**src/rtl/pipeline_ctrl_if.sv**
```systemverilog
// pipeline_ctrl_if: stall/exception request bundle between the pipeline and its control unit
interface pipeline_ctrl_if;
  logic stallreq_if;
  logic stallreq_id;
  logic stallreq_ex;
  logic stallreq_mem;
  logic [31:0] excepttype_i;
  logic [31:0] cp0_epc_i;
  logic perf_clr;
  logic [5:0] stall;
  logic flush;
  logic [31:0] new_pc;
  logic wdog_err;
  logic [31:0] stall_cycles;
  logic [15:0] flush_count;
  modport master (
    output stallreq_if, stallreq_id, stallreq_ex, stallreq_mem, excepttype_i, cp0_epc_i, perf_clr,
    input stall, flush, new_pc, wdog_err, stall_cycles, flush_count
  );
  modport slave (
    input stallreq_if, stallreq_id, stallreq_ex, stallreq_mem, excepttype_i, cp0_epc_i, perf_clr,
    output stall, flush, new_pc, wdog_err, stall_cycles, flush_count
  );
endinterface

```
**src/rtl/pipeline_ctrl.sv**
```systemverilog
// pipeline_ctrl: stall arbitration, MEM-stage exception flush/redirect, stall watchdog and perf counters
module pipeline_ctrl #(
  parameter logic [31:0] EXC_VECTOR = 32'h0000_0020,
  parameter int unsigned WDOG_LIMIT = 1024
) (
  input logic clk,
  input logic rst,
  pipeline_ctrl_if.slave bus
);
  typedef enum logic {RUN, GAP} state_t;
  localparam logic [31:0] ERET = 32'h0000_000e;
  localparam logic [15:0] WDOG_LAST = 16'(WDOG_LIMIT - 1);
  state_t state_q, state_d;
  logic [15:0] run_q, run_d;
  logic [31:0] sc_q, sc_d;
  logic [15:0] fc_q, fc_d;
  logic wdog_q, wdog_d;
  logic exc, stalled;
  logic [5:0] req_stall, stall_c;
  logic [31:0] pc_c;
  // The GAP cycle masks everything: MEM holds a flushed bubble and any request is stale
  always_comb begin
    exc = !rst && state_q == RUN && |bus.excepttype_i;
    req_stall = bus.stallreq_mem ? 6'b011111 : bus.stallreq_ex ? 6'b001111 :
                bus.stallreq_id ? 6'b000111 : bus.stallreq_if ? 6'b000011 : 6'b000000;
    stall_c = (rst || state_q == GAP || exc) ? 6'b000000 : req_stall;
    stalled = |stall_c;
    pc_c = !exc ? 32'd0 : bus.excepttype_i == ERET ? bus.cp0_epc_i : EXC_VECTOR;
    state_d = exc ? GAP : RUN;
    run_d = !stalled ? 16'd0 : &run_q ? run_q : run_q + 16'd1;
    wdog_d = wdog_q | (stalled && run_q == WDOG_LAST);
    sc_d = bus.perf_clr ? 32'd0 : (stalled && !(&sc_q)) ? sc_q + 32'd1 : sc_q;
    fc_d = bus.perf_clr ? 16'd0 : (exc && !(&fc_q)) ? fc_q + 16'd1 : fc_q;
  end
  always_ff @(posedge clk) begin
    if (rst) begin
      state_q <= RUN;
      run_q <= '0;
      sc_q <= '0;
      fc_q <= '0;
      wdog_q <= 1'b0;
    end else begin
      state_q <= state_d;
      run_q <= run_d;
      sc_q <= sc_d;
      fc_q <= fc_d;
      wdog_q <= wdog_d;
    end
  end
  assign bus.stall = stall_c;
  assign bus.flush = exc;
  assign bus.new_pc = pc_c;
  assign bus.wdog_err = wdog_q;
  assign bus.stall_cycles = sc_q;
  assign bus.flush_count = fc_q;
endmodule

```
**src/flat_wrapper.sv**
```systemverilog
// flat-port wrapper written by rule: the top's interface ports become plain ports
module pipeline_ctrl_flat 
#(
  parameter logic [31:0] EXC_VECTOR = 32'h0000_0020,
  parameter int unsigned WDOG_LIMIT = 1024
)
  (clk, rst, bus_stallreq_if, bus_stallreq_id, bus_stallreq_ex, bus_stallreq_mem, bus_excepttype_i, bus_cp0_epc_i, bus_perf_clr, bus_stall, bus_flush, bus_new_pc, bus_wdog_err, bus_stall_cycles, bus_flush_count);
  pipeline_ctrl_if bus_i ();
  input logic clk;
  input logic rst;
  input wire logic [$bits(bus_i.stallreq_if)-1:0] bus_stallreq_if;
  input wire logic [$bits(bus_i.stallreq_id)-1:0] bus_stallreq_id;
  input wire logic [$bits(bus_i.stallreq_ex)-1:0] bus_stallreq_ex;
  input wire logic [$bits(bus_i.stallreq_mem)-1:0] bus_stallreq_mem;
  input wire logic [$bits(bus_i.excepttype_i)-1:0] bus_excepttype_i;
  input wire logic [$bits(bus_i.cp0_epc_i)-1:0] bus_cp0_epc_i;
  input wire logic [$bits(bus_i.perf_clr)-1:0] bus_perf_clr;
  output wire logic [$bits(bus_i.stall)-1:0] bus_stall;
  output wire logic [$bits(bus_i.flush)-1:0] bus_flush;
  output wire logic [$bits(bus_i.new_pc)-1:0] bus_new_pc;
  output wire logic [$bits(bus_i.wdog_err)-1:0] bus_wdog_err;
  output wire logic [$bits(bus_i.stall_cycles)-1:0] bus_stall_cycles;
  output wire logic [$bits(bus_i.flush_count)-1:0] bus_flush_count;
  assign bus_i.stallreq_if = bus_stallreq_if;
  assign bus_i.stallreq_id = bus_stallreq_id;
  assign bus_i.stallreq_ex = bus_stallreq_ex;
  assign bus_i.stallreq_mem = bus_stallreq_mem;
  assign bus_i.excepttype_i = bus_excepttype_i;
  assign bus_i.cp0_epc_i = bus_cp0_epc_i;
  assign bus_i.perf_clr = bus_perf_clr;
  assign bus_stall = bus_i.stall;
  assign bus_flush = bus_i.flush;
  assign bus_new_pc = bus_i.new_pc;
  assign bus_wdog_err = bus_i.wdog_err;
  assign bus_stall_cycles = bus_i.stall_cycles;
  assign bus_flush_count = bus_i.flush_count;
  pipeline_ctrl #(.EXC_VECTOR(EXC_VECTOR), .WDOG_LIMIT(WDOG_LIMIT)) u_core (.clk(clk), .rst(rst), .bus(bus_i));
endmodule
```
**config.mk**
```make
export PLATFORM = sky130hd
export DESIGN_NAME = pipeline_ctrl_flat
export DESIGN_NICKNAME = d
export VERILOG_FILES = /design/src/rtl/pipeline_ctrl_if.sv /design/src/rtl/pipeline_ctrl.sv /design/src/flat_wrapper.sv
export SDC_FILE = /design/constraint.sdc
export NUM_CORES = 1
export LEC_CHECK = 0
export CAP_MARGIN = 20
export CELL_PAD_IN_SITES_DETAIL_PLACEMENT = 2
export CELL_PAD_IN_SITES_GLOBAL_PLACEMENT = 2
export CORE_UTILIZATION = 22
export DETAILED_ROUTE_END_ITERATION = 7
export PLACE_DENSITY = 0.87
export RECOVER_POWER = 50
export SETUP_SLACK_MARGIN = 0.4
export SYNTH_ARGS = -nofsm -noshare
export SYNTH_HDL_FRONTEND = slang
export SYNTH_SLANG_ARGS = --single-unit
```
**constraint.sdc**
```tcl
create_clock -name clk -period 5.3 [get_ports clk]
set_input_delay 1.59 -clock clk [delete_from_list [all_inputs] [get_ports clk]]
set_output_delay 1.59 -clock clk [all_outputs]
set_load 0.02 [all_outputs]
```
* After elaboration in Yosys (flattened, before gate mapping)
Cells that the tools add are included.
Cells by class: add/subtract/negate cells 3, equal/unequal tests 2, mux-type cells 8, bitwise gates (word level) 3, reduce and logical (&&, ||, !) cells 17
Operators with widths (number):
- 2-to-1 mux 32 bit | 2
- adder 16 x 1 -> 16 bit, second input constant | 2
- adder 32 x 1 -> 32 bit, second input constant | 1
- equality test 32 x 4 -> 1 bit, second input constant | 1
- AND reduction 16 bit | 2
- AND reduction 32 bit | 1
- OR reduction 32 bit | 1
- 2-to-1 mux 6 bit | 4
- equality test 16 x 10 -> 1 bit, second input constant | 1
- OR reduction 6 bit | 1
- logical AND 1 bit | 5
- OR reduction 2 bit | 2
- logical NOT 1 bit | 3
- logical OR 1 bit | 2
- 2-to-1 mux 2 bit | 1
- NOT 1 bit | 2
- 2-to-1 mux 1 bit | 1
- OR 1 bit | 1
Storage, ports and cells: register bits after elaboration 66, input port bits 71, output and inout bits 88, logic and storage cells 38

* Longest topological paths before layout
depth in word-level cells 8, gate-level depth with buffers 9, mapped depth without buffers 8

* Least setup slack after synthesis
Ideal clock, no wire load.
path kind input to output, start point input port bus_excepttype_i[0], end point output port bus_new_pc[0], arrival time 3245 ps, setup slack 465 ps, stages 6, buffers on the path 1, cell sequence nor4_1 > nand4_1 > nor3_4 > nor4b_1 > clkbuf_1 > and2_1
Between the ends: cells in the longest elaborated chain, start to end 3
RTL lines:
- start, declared | RTL line flat_wrapper.sv:15 | input wire logic [$bits(bus_i.excepttype_i)-1:0] bus_excepttype_i;
- equality test 32 x 4 -> 1 bit / OR reduction 32 bit (equally long branches) | RTL line pipeline_ctrl.sv:28, pipeline_ctrl.sv:23
- 2-to-1 mux 32 bit / logical AND 1 bit (equally long branches) | RTL line pipeline_ctrl.sv:28, pipeline_ctrl.sv:23
- 2-to-1 mux 32 bit (*) | RTL line pipeline_ctrl.sv:28 | pc_c = !exc ? 32'd0 : bus.excepttype_i == ERET ? bus.cp0_epc_i : EXC_VECTOR;
- end, declared | RTL line flat_wrapper.sv:20 | output wire logic [$bits(bus_i.new_pc)-1:0] bus_new_pc;
Every way passes the cells marked *; elsewhere a longest branch is shown, timed or not.

* Worst setup path in the final report
start point input port bus_excepttype_i[20], end point output port bus_new_pc[5]
The elaborated chain is that of the path after synthesis.

==> run_results.csv <==
group,metric,value,unit
clocking,clkTransAtPathRegs,0.05,ns
finish,final_nets,687,
setup_path,cp_data_required_time,3.71,ns
setup_path,reg2reg_depth,7,
route,wl,15900,um
synthesis,yosysSeqAreaShare,0.378,
place,place_worst_setup_slack,-0.408,ns
outcome,status,"complete, no violations",
setup_path,crit_path_max_fanout,2,
setup_path,regToRegEndpoint,"u_core.bus.stall_cycles[21]",
place,hpwl,11300,um
setup_path,r2r_slack,2.36,ns
clocking,clk_latency,0.34,ns
sta,post-route-period-util,0.952,
clocking,ctsHoldBuffers,0,
synthesis,synth_cell_types,44,
power,total_power,1.13,mW
sta,hold_slack,0.476,ns
sta,grt_setup_unrepaired,"yes",
place,portBuffers,157,
global_route,grt_max_degree,47,
global_route,grt_antenna_before_repair,1,
sta,skew,0.00764,ns
finish,final_area,0.00568,mm2
setup_path,r2r_start,"u_core.state_q",
global_route,grt-ovfl-total,0,
setup_path,startpoint_type,"input port",
sta,worstMarginPinSlew,1.07,ns
setup_path,crit_arrival,3.45,ns
synthesis,syn-cell-area,0.00350,mm2
die,die_h,128,um
power,peakVddDrop,0.000120,V
run,cap_violations,0,
clocking,cts_inserted_buffers,9,
place,dpl-instance-area,0.00533,mm2
route,post_drt_wl_per_cell,19.2,um
synthesis,syn_nets,515,
finish,synthToLayoutAreaGrowth,62.5,%
sta,max_freq,198,MHz
synthesis,syn-instance-count,441,
route,ant_nets,0,
finish,fill_cells,1737,
setup_path,startpoint,"bus_excepttype_i[20]",
power,leakage,2.20,nW
sta,min_period,5.04,ns
sta,finalSetupViolCount,0,
die,io_pins,159,
sta,hold_violations,0,
route,vias_per_cell,4.79,
worst_hold_path,hold_path_class,"reg -> reg",
synthesis,synth_edf_count,0,
clocking,root_buffer,"clkbuf_16",
clocking,cts_max_level,3,
clocking,clockBufferDepth,2,
setup_path,crit_type,"in -> out",
power,cellPowerDensity,199,mW/mm2
sta,worst_slack,0.256,ns
place,gp_congestion,0.735,
synthesis,synth_seq_cells,66,
die,dieArea,0.0164,mm2
route,first_pass_iters,4,
global_route,grt_usage,0.182,
route,num_vias,3971,
synthesis,syn_avg_cell_area,7.93,um2
die,die_x,128,um
setup_path,critical_path.endpoint_type,"output pin",
global_route,grt_pass1_wl,23000,um
global_route,grt_pass1_vias,4341,
synthesis,yosys_warnings,0,
route,route.detailed.drc,0,
route,drt_iter0_markers,100,
synthesis,synthFlopType,"dfxtp_1",
die,rows,45,
finish,drive_above_1_share,0.173,
sta,slew_viol_final,0,
sta,slew_headroom,0.288,
clocking,cts_sinks,66,
die,core-area,0.0154,mm2
setup_path,endpoint,"bus_new_pc[5]",
synthesis,async_reset_ff_frac,0,
clocking,cts_tree,"yes",
die,initial_utilization,0.228,
routing by layer:
layer  track usage  up-vias  wire (um)
li1              -     1892          -
met1         0.178     1918       5900
met2         0.367      135       8560
met3        0.0563       26       1060
met4        0.0457        0        405
met5             0        -          0
Yosys cell counts (2+ instances only):
cell type,count,area share
or2_2,2,0.0036
o21ai_0,12,0.017
ha_1,3,0.011
and3_1,11,0.020
nor2_1,68,0.073
nand2_1,28,0.030
or4_1,5,0.011
nand3_1,36,0.052
clkbuf_1,10,0.011
nor4_1,15,0.027
or3_1,11,0.020
nand4_1,22,0.039
and2_1,34,0.061
xor2_1,24,0.060
and4_1,3,0.0075
o211ai_1,3,0.0064
buf_4,2,0.0043
buf_6,2,0.0064
inv_1,12,0.013
dfxtp_1,66,0.38
xnor2_1,16,0.040
mux2i_1,3,0.0086
nor3_1,15,0.021
a211oi_1,2,0.0043
a21oi_1,16,0.023
buf_2,2,0.0029
power by group:
| group | switching (mW) | internal (mW) | leakage (nW) |
|---|---|---|---|
| Combinational | 0.0359 | 0.0463 | 1.53 |
| Clock | 0.212 | 0.337 | 0.138 |
| Sequential | 0.00144 | 0.498 | 0.532 |
| Total | 0.249 | 0.880 | 2.20 |
per-stage QoR:
step	utilization	TNS, ns	instances
after floorplan	-	0	441
after global placement	0.347	-9.46	803
after detailed placement	0.347	-11.34	803
after CTS	0.366	0	826
after global routing	0.370	0	829
final	0.370	0	829
what timing repair did:
item                       in CTS  in global routing
hold endpoints to repair        0                  0
resized for setup             210                 75
setup endpoints to repair      38                 38
cloned                          2                  0
setup buffers                   6                  2
pin swaps                      14                 13
critical path, stage by stage:
cell and delay (ns):
clkdlybuf4s15_1 0.18, nor4_2 0.29, nand2_2 0.12, buf_4 0.15, buf_4 0.13, o41ai_1 0.54
a21oi_1 0.12, clkdlybuf4s15_1 0.32
cell families after synthesis:
group / share of synthesized area
AND/OR/NAND/NOR: 0.392
flip-flops: 0.378
AO/OA/AOI/OAI: 0.0698
XOR/XNOR: 0.100
buffers and inverters: 0.0397
adder cells (fa/ha/maj): 0.0107
multiplexers: 0.00859
other: 0.00107
sequential cells by signal, indices dropped and copies added, names as in the netlist:
register and count:
u_core.bus.flush_count 16, u_core.bus.stall_cycles 32, u_core.bus.wdog_err 1, u_core.run_q 16, u_core.state_q 1
final cells by class:
class / count / area [um2] / area share
multi-input cells: 345 / 2130 / 0.375
well taps: 211 / 264 / 0.0465
clock inverters: 3 / 15.0 / 0.00264
flip-flops and latches: 66 / 1320 / 0.233
inverters: 13 / 50.0 / 0.00881
diodes: 1 / 2.50 / 0.000440
clock buffers: 12 / 256 / 0.0451
repair buffers: 178 / 1640 / 0.289
worst min path at each step:
stage	cells after the start	to	slack, ns	from
2_1_floorplan	2	u_core.run_q[14]	0.46	u_core.run_q[14]
3_3_place_gp	2	u_core.bus.flush_count[15]	0.48	u_core.bus.flush_count[15]
3_5_place_dp	2	u_core.bus.wdog_err	0.48	u_core.bus.wdog_err
4_1_cts	2	u_core.bus.wdog_err	0.49	u_core.bus.wdog_err
5_1_grt	2	u_core.bus.wdog_err	0.53	u_core.bus.wdog_err
6_report	2	u_core.bus.wdog_err	0.48	u_core.bus.wdog_err
placed cells by master, fill, tap and decap left out, drive strengths merged, types with 14 or more instances in the layout:
cell,n
clkdlybuf4s15,14
clkbuf,29
clkdlybuf4s50,41
dfxtp,66
nand2,28
nand3,37
xor2,24
nor3,16
dlygate4sd3,49
xnor2,16
and2,34
a21oi,16
nand4,23
buf,51
nor4,16
nor2,68
(Power assumes the default switching activity.)
